<file path="src/rtl/ace_snap_restore.sv">
// rtl/ace_snap_restore.sv - snapshot register-page capture and T80pa DIR restore engine
// Optional SP sanity fix is built only when ACE_SNAP_SP_FIX_EN is defined.
module ace_snap_restore #(
    parameter logic [7:0]  REG_PAGE      = 8'h21,
    parameter int          VSYNC_WAIT    = 1,
    parameter int          DIRSET_CYCLES = 3,
    parameter logic [15:0] SP_FALLBACK   = 16'hFFFE
) (
    input  logic           clk,
    input  logic           reset_n,
    input  logic           loader_en,
    input  logic [15:0]    loader_addr,
    input  logic [7:0]     loader_data,
    input  logic           loader_wr,
    input  logic           vsync,
    output logic           cpu_reset,
    output logic           dir_set,
    output logic [211:0]   dir,
    output logic [15:0]    load_top
);

    typedef enum logic [1:0] {
        S_IDLE    = 2'd0,
        S_LOAD    = 2'd1,
        S_WAIT_VS = 2'd2,
        S_APPLY   = 2'd3
    } state_t;

    localparam logic [3:0] VS_LAST = 4'(VSYNC_WAIT - 1);
    localparam logic [3:0] AP_LAST = 4'(DIRSET_CYCLES - 1);

    state_t         state;
    state_t         next_state;
    logic           vsync_d;
    logic           vs_rise;
    logic [3:0]     vs_cnt;
    logic [3:0]     ap_cnt;
    logic           regs_seen;
    logic           entering;
    logic           wr_active;
    logic           off_valid;
    logic           page_hit;
    logic           vs_hit;
    logic [211:0]   dir_wr;

    assign vs_rise   = vsync & ~vsync_d;
    assign vs_hit    = (state == S_WAIT_VS) && vs_rise && (vs_cnt == VS_LAST);
    // A write on the cycle loader_en (re)starts a load belongs to the new load.
    assign entering  = loader_en && (state != S_LOAD);
    assign wr_active = loader_wr && ((state == S_LOAD) || entering);
    assign page_hit  = wr_active && (loader_addr[15:8] == REG_PAGE) &&
                       !loader_addr[7] && off_valid;

    // Register page decode: builds the dir image with the current byte merged in.
    always_comb begin
        dir_wr    = dir;
        off_valid = 1'b1;
        case (loader_addr[6:0])
            7'h00: dir_wr[15:8]    = loader_data;
            7'h01: dir_wr[7:0]     = loader_data;
            7'h04: dir_wr[87:80]   = loader_data;
            7'h05: dir_wr[95:88]   = loader_data;
            7'h08: dir_wr[103:96]  = loader_data;
            7'h09: dir_wr[111:104] = loader_data;
            7'h0C: dir_wr[119:112] = loader_data;
            7'h0D: dir_wr[127:120] = loader_data;
            7'h10: dir_wr[135:128] = loader_data;
            7'h11: dir_wr[143:136] = loader_data;
            7'h14: dir_wr[199:192] = loader_data;
            7'h15: dir_wr[207:200] = loader_data;
            7'h18: dir_wr[55:48]   = loader_data;
            7'h19: dir_wr[63:56]   = loader_data;
            7'h1C: dir_wr[71:64]   = loader_data;
            7'h1D: dir_wr[79:72]   = loader_data;
            7'h20: dir_wr[31:24]   = loader_data;
            7'h21: dir_wr[23:16]   = loader_data;
            7'h24: dir_wr[151:144] = loader_data;
            7'h25: dir_wr[159:152] = loader_data;
            7'h28: dir_wr[167:160] = loader_data;
            7'h29: dir_wr[175:168] = loader_data;
            7'h2C: dir_wr[183:176] = loader_data;
            7'h2D: dir_wr[191:184] = loader_data;
            7'h30: dir_wr[209:208] = loader_data[1:0];
            7'h34: dir_wr[210]     = loader_data[0];
            7'h38: dir_wr[211]     = loader_data[0];
            7'h3C: dir_wr[39:32]   = loader_data;
            7'h40: dir_wr[47:40]   = loader_data;
            default: off_valid     = 1'b0;
        endcase
    end

    // Next-state logic: a live loader always takes priority over vsync and APPLY.
    always_comb begin
        next_state = state;
        if (loader_en) begin
            next_state = S_LOAD;
        end else begin
            case (state)
                S_LOAD:    next_state = S_WAIT_VS;
                S_WAIT_VS: if (vs_hit) next_state = regs_seen ? S_APPLY : S_IDLE;
                S_APPLY:   if (ap_cnt == AP_LAST) next_state = S_IDLE;
                default:   next_state = state;
            endcase
        end
    end

    // State register.
    always_ff @(posedge clk or negedge reset_n) begin
        if (!reset_n) begin
            state <= S_IDLE;
        end else begin
            state <= next_state;
        end
    end

    // Outputs are registered from the next state so they switch on the entry edge.
    always_ff @(posedge clk or negedge reset_n) begin
        if (!reset_n) begin
            cpu_reset <= 1'b0;
            dir_set   <= 1'b0;
        end else begin
            cpu_reset <= (next_state == S_LOAD) || (next_state == S_WAIT_VS);
            dir_set   <= (next_state == S_APPLY);
        end
    end

    // Vsync edge detector and the vsync / apply-length counters.
    always_ff @(posedge clk or negedge reset_n) begin
        if (!reset_n) begin
            vsync_d <= 1'b0;
            vs_cnt  <= 4'd0;
            ap_cnt  <= 4'd0;
        end else begin
            vsync_d <= vsync;
            if (state == S_LOAD && next_state == S_WAIT_VS) begin
                vs_cnt <= 4'd0;
            end else if (state == S_WAIT_VS && vs_rise) begin
                vs_cnt <= vs_cnt + 4'd1;
            end
            if (state != S_APPLY) begin
                ap_cnt <= 4'd0;
            end else begin
                ap_cnt <= ap_cnt + 4'd1;
            end
        end
    end

    // Load tracking: highest written address and whether a register page arrived.
    always_ff @(posedge clk or negedge reset_n) begin
        if (!reset_n) begin
            load_top  <= 16'h0000;
            regs_seen <= 1'b0;
        end else if (entering) begin
            load_top  <= loader_wr ? loader_addr : 16'h0000;
            regs_seen <= page_hit;
        end else if (wr_active) begin
            if (loader_addr > load_top) begin
                load_top <= loader_addr;
            end
            if (page_hit) begin
                regs_seen <= 1'b1;
            end
        end
    end

    // Register image capture, plus the SP substitution on the release edge.
    always_ff @(posedge clk or negedge reset_n) begin
        if (!reset_n) begin
            dir <= '0;
        end else begin
            if (page_hit) begin
                dir <= dir_wr;
            end
`ifdef ACE_SNAP_SP_FIX_EN
            // Dump tools sometimes leave SP above the loaded image; park it at a safe value.
            if (state == S_WAIT_VS && next_state == S_APPLY && dir[63:48] > load_top) begin
                dir[63:48] <= SP_FALLBACK;
            end
`else
            if (1'b0) begin
                dir <= dir;
            end
`endif
        end
    end

endmodule

</file>
<file path="config.mk">
export PLATFORM = sky130hd
export DESIGN_NAME = ace_snap_restore
export DESIGN_NICKNAME = d
export VERILOG_FILES = /design/src/rtl/ace_snap_restore.sv
export SDC_FILE = /design/constraint.sdc
export NUM_CORES = 1
export LEC_CHECK = 0
export BUFFER_PORTS_ARGS = -buffer_cell sky130_fd_sc_hd__clkbuf_2
export CAP_MARGIN = 20
export CORE_ASPECT_RATIO = 1.1
export CORE_UTILIZATION = 49
export CTS_CLUSTER_DIAMETER = 120
export DETAILED_ROUTE_END_ITERATION = 16
export GPL_TIMING_DRIVEN = 0
export PLACE_DENSITY = 0.74
export SYNTH_ARGS = -nofsm -noshare
export SYNTH_HDL_FRONTEND = slang
export SYNTH_SLANG_ARGS = --single-unit
export TNS_END_PERCENT = 20
</file>
<file path="constraint.sdc">
create_clock -name clk -period 2.42 [get_ports clk]
set_input_delay 0.242 -clock clk [delete_from_list [all_inputs] [get_ports clk]]
set_output_delay 0.242 -clock clk [all_outputs]
set_load 0.01 [all_outputs]
</file>
==> impl_metrics.ini, run 1 <==
[critical_path]
crit_cells = 9
critical_path.max_fanout = 4
worst_path_largest_cell_delay_ps = 570
worst-path-buf-inv = 3
cp-end-kind = flip-flop
cp.required_ps = 2820
cp_cell_sequence = inv_2 -> ha_4 -> nor2b_1 -> o211ai_1 -> a211oi_4 -> or4b_1 -> buf_6 -> buf_4 -> a32o_1
arrival_ps = 2800
crit_path_start_kind = flip-flop
critical_path_class = flip-flop to flip-flop
r2r_cells = 9
cp_slowest_cell = or4b_1
path_delay_family = simple AND/OR/NAND/NOR gates

[power]
powerDensity_nw_per_um2 = 745.4
p_leak_nw = 7.485
power.total_w = 0.009689
vdd_drop_max_v = 0.0005809

[logic_synthesis]
synth_area_per_cell_um2 = 14.94
synth_nets = 737
syn_area_um2 = 10250
ys.flop_type = dfrtp_1
syn_inst = 686
ys_seq_elements = 242
yosys_warnings = 0
synth-edff-count = 0
async_flop_share_pct = 100.0
synth.distinct_cells = 57
synth.yosys.seq_area_share_pct = 59.08

[route]
routed_wl_mm = 24.43
firstDrtPassIters = 4
wl_met3_mm = 1.385
wl_met2_mm = 12.01
routedWlPerCell_um = 19.41
drt-initial-drc-count = 256
drtAntennaViolNets = 0
vias = 6763
drc = 0
routed_via_density = 5.372
route.top_layer_used = met4
wl_met1_mm = 10.42

[clock_tree]
root_buffer = clkbuf_16
cts_sinks = 242
clk_path_buf_depth = 3
cts_buffers = 25
tritoncts = built
clkLatencyLatePin_ps = 520
path_clk_slew_ps = 60
htreeDepth = 1

[die]
pin_count = 259
dieArea_um2 = 21500
start_util_pct = 49.98
fp.dieW_um = 139.9
die_h_um = 153.7
core_region_area_um2 = 20510
row_count = 55

[layout]
layout_common_cells = 256 x clkbuf_2, 242 x dfrtp_1, 178 x mux2_1
area_delta_synth_final_pct = 26.82
final_common_cell = clkbuf_2
fillers = 1554
diodes = 0
nets = 1036
drive_gt1_share_pct = 39.38

[global_routing]
grt_max_degree = 114
grt_antenna_before_repair = 0
track_usage_pct = 23.17
grt_pass1_vias = 6948
grt_overflow = 0
grt_pass1_wl_mm = 39.12

[placement]
preCtsSetupSlack_ps = 30.47
gp_congestion = 0.8180
io_buffer_count = 257
hpwl_mm = 17.45

[timing]
hold-worst-slack_ps = 23.37
timing.final.crit_share_pct = 99.47
slew_violations = 0
finalHoldViolations = 0
tightest_slew_ps = 628.1
max_freq_mhz = 415.4
timing.slew.headroom_pct = 58.03
setup_viol = 0
layout_setup_ws_ps = 12.84
period_needed_ps = 2407
clock_skew_ps = 9.088

[job]
max_cap_violations = 0

[hold_path]
hold_depth = 2
min_path_type = input port to flip-flop

[run_status]
status = completed
-- cell type report --
class | instances | area, um^2 | share of cell area, %
sequential | 242 | 6056 | 46.59
clock inverter | 11 | 166.4 | 1.280
multi-input combinational | 392 | 4028 | 30.98
timing repair buffer | 272 | 1465 | 11.27
inverter | 23 | 86.33 | 0.6642
clock buffer | 34 | 729.5 | 5.612
tap | 256 | 320.3 | 2.464
buffer | 29 | 147.6 | 1.136
-- registers in the layout (all words and copies together) (netlist names) --
name,cells
regs_seen,1
state,2
vsync_d,1
dir_set,1
vs_cnt,4
ap_cnt,4
load_top,16
dir,212
cpu_reset,1
-- Yosys cell counts, types with 2 or more instances --
cell type	count	area [um^2]
o21ai_0	3	15.01
buf_6	3	33.78
nand3b_1	2	15.01
nand3_1	4	20.02
o21ai_1	2	10.01
clkbuf_1	21	78.83
xnor2_1	2	17.52
inv_2	2	7.510
inv_1	21	78.83
nor2_1	24	90.09
dfrtp_1	242	6056
buf_2	5	25.02
and2_1	4	25.02
xor2_1	4	35.03
nor4_1	2	12.51
a32o_1	16	160.2
nand2b_1	2	12.51
a31oi_1	2	12.51
ha_1	22	275.3
nor2b_1	4	25.02
nor2_4	9	101.4
mux2_2	35	394.1
nand4_1	4	25.02
mux2_1	178	2004
nand2_1	15	56.30
o21a_1	2	15.01
o211ai_1	2	15.01
nor4b_1	2	17.52
a21oi_1	9	45.04
nor2_8	16	320.3
-- cells by family (layout without fill, tap and decap cells) --
logic type / Yosys count / after routing / synth area share, %
AO/OA/AOI/OAI: 48 / 48 / 3.821
XOR/XNOR: 6 / 6 / 0.5127
adder cells (fa/ha/maj): 22 / 22 / 2.686
buffers and inverters: 52 / 369 / 2.185
flip-flops: 242 / 242 / 59.08
multiplexers: 213 / 213 / 23.40
AND/OR/NAND/NOR: 103 / 103 / 8.313
-- timing repair --
item	CTS	global route
resized for setup	0	14
setup endpoints to repair	0	10
hold endpoints to repair	78	0
hold buffers	7	0
buffers inserted	0	6
-- per-stage QoR --
stage	cells	area, um^2	setup TNS (ps)	utilization [%]
final	1259	13000	0	63.39
after global routing	1259	13000	-99.81	63.39
after CTS	1253	12890	0	62.84
after detailed placement	1201	11920	0	58.13
after global placement	1199	11860	-911620	57.82
after floorplan	686	10250	0	-
-- report_power, final --
group          internal (W)  switching [W]
sequential          0.00419       0.000124
clock               0.00254        0.00157
combinational      0.000536       0.000727
-- per-layer routing --
metal | vias up | global-route usage (%)
met5 | - | 0
met4 | 0 | 6.855
met3 | 42 | 5.045
met2 | 224 | 39.26
met1 | 3444 | 29.87
li1 | 3053 | -
-- worst paths after layout --
kind	slack, ps	startpoint	to
max	10	load_top[1]$_DFFE_PN0P_	load_top[3]$_DFFE_PN0P_
min	20	loader_addr[10]	load_top[10]$_DFFE_PN0P_
max reg2reg	10	load_top[1]$_DFFE_PN0P_	load_top[3]$_DFFE_PN0P_
min reg2reg	480	dir[22]$_DFFE_PN0P_	dir[22]$_DFFE_PN0P_
max in group asynchronous	950	reset_n	dir[71]$_DFFE_PN0P_
min in group asynchronous	160	reset_n	vs_cnt[3]$_DFFE_PN0P_
(Power assumes the default switching activity.)
==> run 2: changes to the inputs <==
--- a/config.mk
+++ b/config.mk
@@ -5,9 +5,10 @@
 export SDC_FILE = /design/constraint.sdc
 export NUM_CORES = 1
 export LEC_CHECK = 0
+export ABC_CLOCK_PERIOD_IN_PS = 2420
 export BUFFER_PORTS_ARGS = -buffer_cell sky130_fd_sc_hd__clkbuf_2
 export CAP_MARGIN = 20
-export CORE_ASPECT_RATIO = 1.1
+export CORE_MARGIN = 2
 export CORE_UTILIZATION = 49
 export CTS_CLUSTER_DIAMETER = 120
 export DETAILED_ROUTE_END_ITERATION = 16
==> run 2 against run 1 <==
Against the previous run: setup slack worse by 0.86 ps; non-clock buffer count down 2; clock power down 12%; largest power group unchanged; register-to-register slack about the same; power down 4.6%; combinational power up 6%; cell count up 0.79%; wire length up 3.0%; final area down 0.93%.
==> impl_metrics.ini, run 2 (synthesis results as in run 1) <==
[die]
dieArea_um2 = 22090
core_region_area_um2 = 20360
fp.dieW_um = 148.6
die_h_um = 148.6
start_util_pct = 50.33
row_count = 52
pin_count = 259

[timing]
max_freq_mhz = 415.3
timing.final.crit_share_pct = 99.50
setup_viol = 0
final.setup.tns_ps = 0
clock_skew_ps = 18.03
slew_violations = 0
period_needed_ps = 2408
timing.slew.headroom_pct = 55.43
tightest_slew_ps = 668.5
finalHoldViolations = 0

[clock_tree]
clk_path_buf_depth = 3
clkLatencyLatePin_ps = 520
tritoncts = built
path_clk_slew_ps = 60
cts_buffers = 25
root_buffer = clkbuf_16
htreeDepth = 1
cts_sinks = 242

[critical_path]
startpoint = load_top[1]$_DFFE_PN0P_
cp.required_ps = 2820
critical_path.max_fanout = 10
cp-end-kind = flip-flop
reg2reg_from = load_top[1]$_DFFE_PN0P_
crit_path_start_kind = flip-flop
arrival_ps = 2810
critical_path_class = flip-flop to flip-flop

[layout]
layout_common_cells = 256 x clkbuf_2, 242 x dfrtp_1, 178 x mux2_1
largestRegisters = dir: 212 flops, load_top: 16 flops
area_delta_synth_final_pct = 25.64
drive_gt1_share_pct = 38.64
top_register = dir
post-route-cell-area_um2 = 12880
fin_util_pct = 63.23
largest_reg_flops = 212
final_common_cell = clkbuf_2
fillers = 1602
nets = 1034
diodes = 0
fin_cells = 1269

[placement]
gp_congestion = 0.8114
detailed_place.area_um2 = 11940
io_buffer_count = 257
numPlacedInstances = 1215
hpwl_mm = 17.66

[global_routing]
track_usage_pct = 22.68
grt_antenna_before_repair = 0
grt_pass1_wl_mm = 39.35
grt_pass1_vias = 6862
grt_overflow = 0
grt_max_degree = 116

[route]
wl_met3_mm = 1.720
drt-initial-drc-count = 206
routedWlPerCell_um = 19.83
drtAntennaViolNets = 0
wl_met1_mm = 11.16
firstDrtPassIters = 4
route.top_layer_used = met4
wl_met2_mm = 11.82
routed_wl_mm = 25.16
routed_via_density = 5.270
vias = 6687
drc = 0

[power]
powerDensity_nw_per_um2 = 717.8
vdd_drop_max_v = 0.0005812
p_leak_nw = 7.393

[job]
max_cap_violations = 0

[hold_path]
hp-start = loader_addr[12]
min_path_type = input port to flip-flop

[run_status]
status = completed
run 2: metrics by stage:
| step | total power, W | hold WS, ps | setup WS (ps) |
|---|---|---|---|
| final | 0.009244 | 23.26 | 11.98 |
| after global routing | 0.009636 | 18.63 | -33.72 |
| after floorplan | 0.005047 | -53.59 | 194.3 |
| after detailed placement | 0.005525 | 114.6 | -8.310 |
| after CTS | 0.009150 | 0.3754 | 19.83 |
| after global placement | 0.005474 | 374.6 | -3822 |
run 2: cell type report:
| type | instances | area [um^2] | area share [%] |
|---|---|---|---|
| flip-flops and latches | 242 | 6056 | 47.03 |
| multi-input cells | 392 | 4059 | 31.52 |
| repair buffers | 270 | 1448 | 11.24 |
| clock buffers | 34 | 669.4 | 5.198 |
| well taps | 270 | 337.8 | 2.623 |
| plain buffers | 29 | 143.9 | 1.117 |
| inverters | 23 | 86.33 | 0.6704 |
| clock inverters | 9 | 77.57 | 0.6024 |
run 2: critical path: stages, from the launching register on:
cell,delay [ps]
dfrtp_1,340
inv_1,50
ha_1,280
nor2b_1,130
o211ai_1,310
a211oi_4,140
or4b_1,510
buf_6,160
buf_6,140
a32o_1,240
run 2: layer usage:
layer	global-route usage, %	up-vias
met1	30.74	3380
li1	-	3056
met3	5.798	38
met5	0	-
met4	4.905	0
met2	37.25	213
run 2: path summary, 6_finish.rpt:
check	to	slack (ps)	depth (start not counted)
min in group asynchronous	dir[136]$_DFFE_PN0P_	160	2
max in group asynchronous	dir[167]$_DFFE_PN0P_	1460	3
worst max register to register	load_top[10]$_DFFE_PN0P_	10	9
worst max-delay path	load_top[10]$_DFFE_PN0P_	10	9
worst min register to register	dir[125]$_DFFE_PN0P_	480	1
worst min-delay path	load_top[12]$_DFFE_PN0P_	20	2
run 2: power breakdown:
group | switching [W] | internal (W) | total, W
registers | 0.000122 | 0.00419 | 0.00432
logic | 0.000778 | 0.000553 | 0.00133
clock network | 0.00156 | 0.00204 | 0.00360
total | 0.00246 | 0.00679 | 0.00924
run 2: what timing repair did:
item	in CTS	in global routing
hold buffers	6	0
pin swaps	0	5
resized for setup	1	14
endpoints found under the setup margin	10	10
buffers inserted	0	5
endpoints found under the hold margin	240	0
==> run 3: changes to the inputs <==
--- a/config.mk
+++ b/config.mk
@@ -14,6 +14,7 @@
 export DETAILED_ROUTE_END_ITERATION = 16
 export GPL_TIMING_DRIVEN = 0
 export PLACE_DENSITY = 0.74
+export REMOVE_ABC_BUFFERS = 1
 export SYNTH_ARGS = -nofsm -noshare
 export SYNTH_HDL_FRONTEND = slang
 export SYNTH_SLANG_ARGS = --single-unit
==> run 3 against run 2 <==
Against the previous run: global-route usage fell by 0.35 points; critical path depth is 2 lower; die area did not move; combinational power decreased by 15%; largest cell class unchanged.
==> impl_metrics.ini, run 3 (synthesis results as in run 1) <==
[global_routing]
grt_pass1_wl_mm = 38.41
grt_overflow = 0
grt_antenna_before_repair = 0
grt_max_degree = 106
track_usage_pct = 22.33
grt_pass1_vias = 6728

[route]
drc = 0
firstDrtPassIters = 4
routed_via_density = 5.265
routed_wl_mm = 24.65
drtAntennaViolNets = 0
routedWlPerCell_um = 19.84
drt-initial-drc-count = 171
vias = 6539

[hold_path]
min_path_type = input port to flip-flop

[timing]
slew_violations = 0
period_needed_ps = 2296
timing.slew.headroom_pct = 46.26
rsz0062_at_grt = false
setup_viol = 0
hold-worst-slack_ps = 18.74
finalHoldViolations = 0
tightest_slew_ps = 806.1
clock_skew_ps = 16.92
max_freq_mhz = 435.5
timing.final.crit_share_pct = 94.88

[layout]
fin_util_pct = 63.18
largestRegisters = dir: 212 flops, load_top: 16 flops
final_common_cell = clkbuf_2
drive_gt1_share_pct = 39.92
diodes = 0
top_register = dir
largest_reg_flops = 212
area_delta_synth_final_pct = 25.53
layout_common_cells = 257 x clkbuf_2, 242 x dfrtp_1, 178 x mux2_1
nets = 1004

[power]
vdd_drop_max_v = 0.0006292
powerDensity_nw_per_um2 = 748.5
p_leak_nw = 7.421
power.total_w = 0.009630

[run_status]
status = completed

[critical_path]
r2r_cells = 7
crit_end = load_top[9]$_DFFE_PN0P_
crit_cells = 7
critical_path.max_fanout = 16
worst-path-buf-inv = 1
cp_cell_sequence = inv_1 -> ha_1 -> nand4_2 -> or2_2 -> o22ai_2 -> or4b_4 -> a32o_1
arrival_ps = 2690
critical_path_class = flip-flop to flip-flop
cp.required_ps = 2820
crit_path_start_kind = flip-flop
startpoint = load_top[15]$_DFFE_PN0P_
r2r-end = load_top[9]$_DFFE_PN0P_
worst_path_largest_cell_delay_ps = 680
path_delay_family = simple AND/OR/NAND/NOR gates
ff2ff_setup_slack_ps = 120
reg2reg_from = load_top[15]$_DFFE_PN0P_
cp-end-kind = flip-flop
cp_slowest_cell = or4b_4

[clock_tree]
clk_path_buf_depth = 3
path_clk_slew_ps = 60
cts_buffers = 25
tritoncts = built
clkLatencyLatePin_ps = 530
root_buffer = clkbuf_16
htreeDepth = 1
cts_sinks = 242

[die]
die_h_um = 148.6
row_count = 52
core_region_area_um2 = 20360
pin_count = 259
dieArea_um2 = 22090
fp.dieW_um = 148.6
start_util_pct = 50.33

[placement]
hpwl_mm = 16.69
gp_congestion = 0.8310
io_buffer_count = 258

[job]
max_cap_violations = 0
## run 3: cell types whose count changed in the layout (fill, tap and decap cells not counted), moves of 2 or more
cell / previous run / this run
dlygate4sd3_1: 6 / 3
buf_2: 4 / 0
a21oi_2: 3 / 1
buf_6: 4 / 1
clkbuf_8: 2 / 5
a21oi_1: 7 / 9
ha_1: 19 / 22
clkbuf_1: 29 / 2
ha_4: 3 / 0
buf_4: 5 / 3
bufinv_16: 1 / 5
## run 3: timing repair
action                                  in CTS  in global routing
pin swaps                                    0                  2
hold buffers                                 3                  0
cloned                                       0                  0
resized for setup                            3                  5
buffers inserted                             2                  0
endpoints found under the setup margin     120                 36
endpoints found under the hold margin       71                  0
## run 3: area by class of cell
class	count	area, um^2
fill	1532	7498
sequential	242	6056
multi-input combinational	392	4021
timing repair buffer	269	1461
clock buffer	31	688.2
tap	270	337.8
clock inverter	15	215.2
inverter	23	86.33
## run 3: routing by layer
| metal | global-route usage (%) | vias up | wire (um) |
|---|---|---|---|
| met5 | 0.2273 | - | 0 |
| met4 | 5.286 | 0 | 503 |
| met3 | 6.687 | 34 | 2034 |
| met2 | 36.76 | 222 | 11720 |
| met1 | 29.32 | 3287 | 10390 |
| li1 | - | 2996 | - |
## run 3: worst min path at each step
stage | startpoint | endpoint | slack (ps) | cells after the start
3_5_place_dp | reset_n | dir[206]$_DFFE_PN0P_ | 290 | 1
3_3_place_gp | vsync | vsync_d$_DFF_PN0_ | 370 | 1
5_1_grt | loader_addr[12] | load_top[12]$_DFFE_PN0P_ | 10 | 2
4_1_cts | loader_addr[12] | load_top[12]$_DFFE_PN0P_ | 1 | 2
6_report | loader_addr[8] | load_top[8]$_DFFE_PN0P_ | 20 | 2
2_1_floorplan | reset_n | ap_cnt[0]$_DFF_PN0_ | -50 | 0
## run 3: worst reg2reg max path, delay by kind of cell (launching register included)
kind	cells	cell delay (ps)
buf+inv	1	50
compound gates	2	430
simple gates	3	1010
flops	1	370
fa+ha+maj	1	320
## run 3: power by group
group          switching [W]  internal (W)
Sequential          0.000130       0.00419
Clock                0.00162       0.00256
Combinational       0.000697      0.000436
## run 3: stage by stage
| stage | std cells | setup TNS [ps] | setup slack [ps] | instance area (um^2) |
|---|---|---|---|---|
| 5_1_grt | 1242 | 0 | 18.94 | 12870 |
| 3_5_place_dp | 1191 | -23900 | -383.0 | 11870 |
| 2_1_floorplan | 657 | -56150 | -597.4 | 10110 |
| 3_3_place_gp | 1185 | -1047650 | -3777 | 11740 |
| 6_report | 1242 | 0 | 123.9 | 12870 |
| 4_1_cts | 1242 | 0 | 5.259 | 12840 |
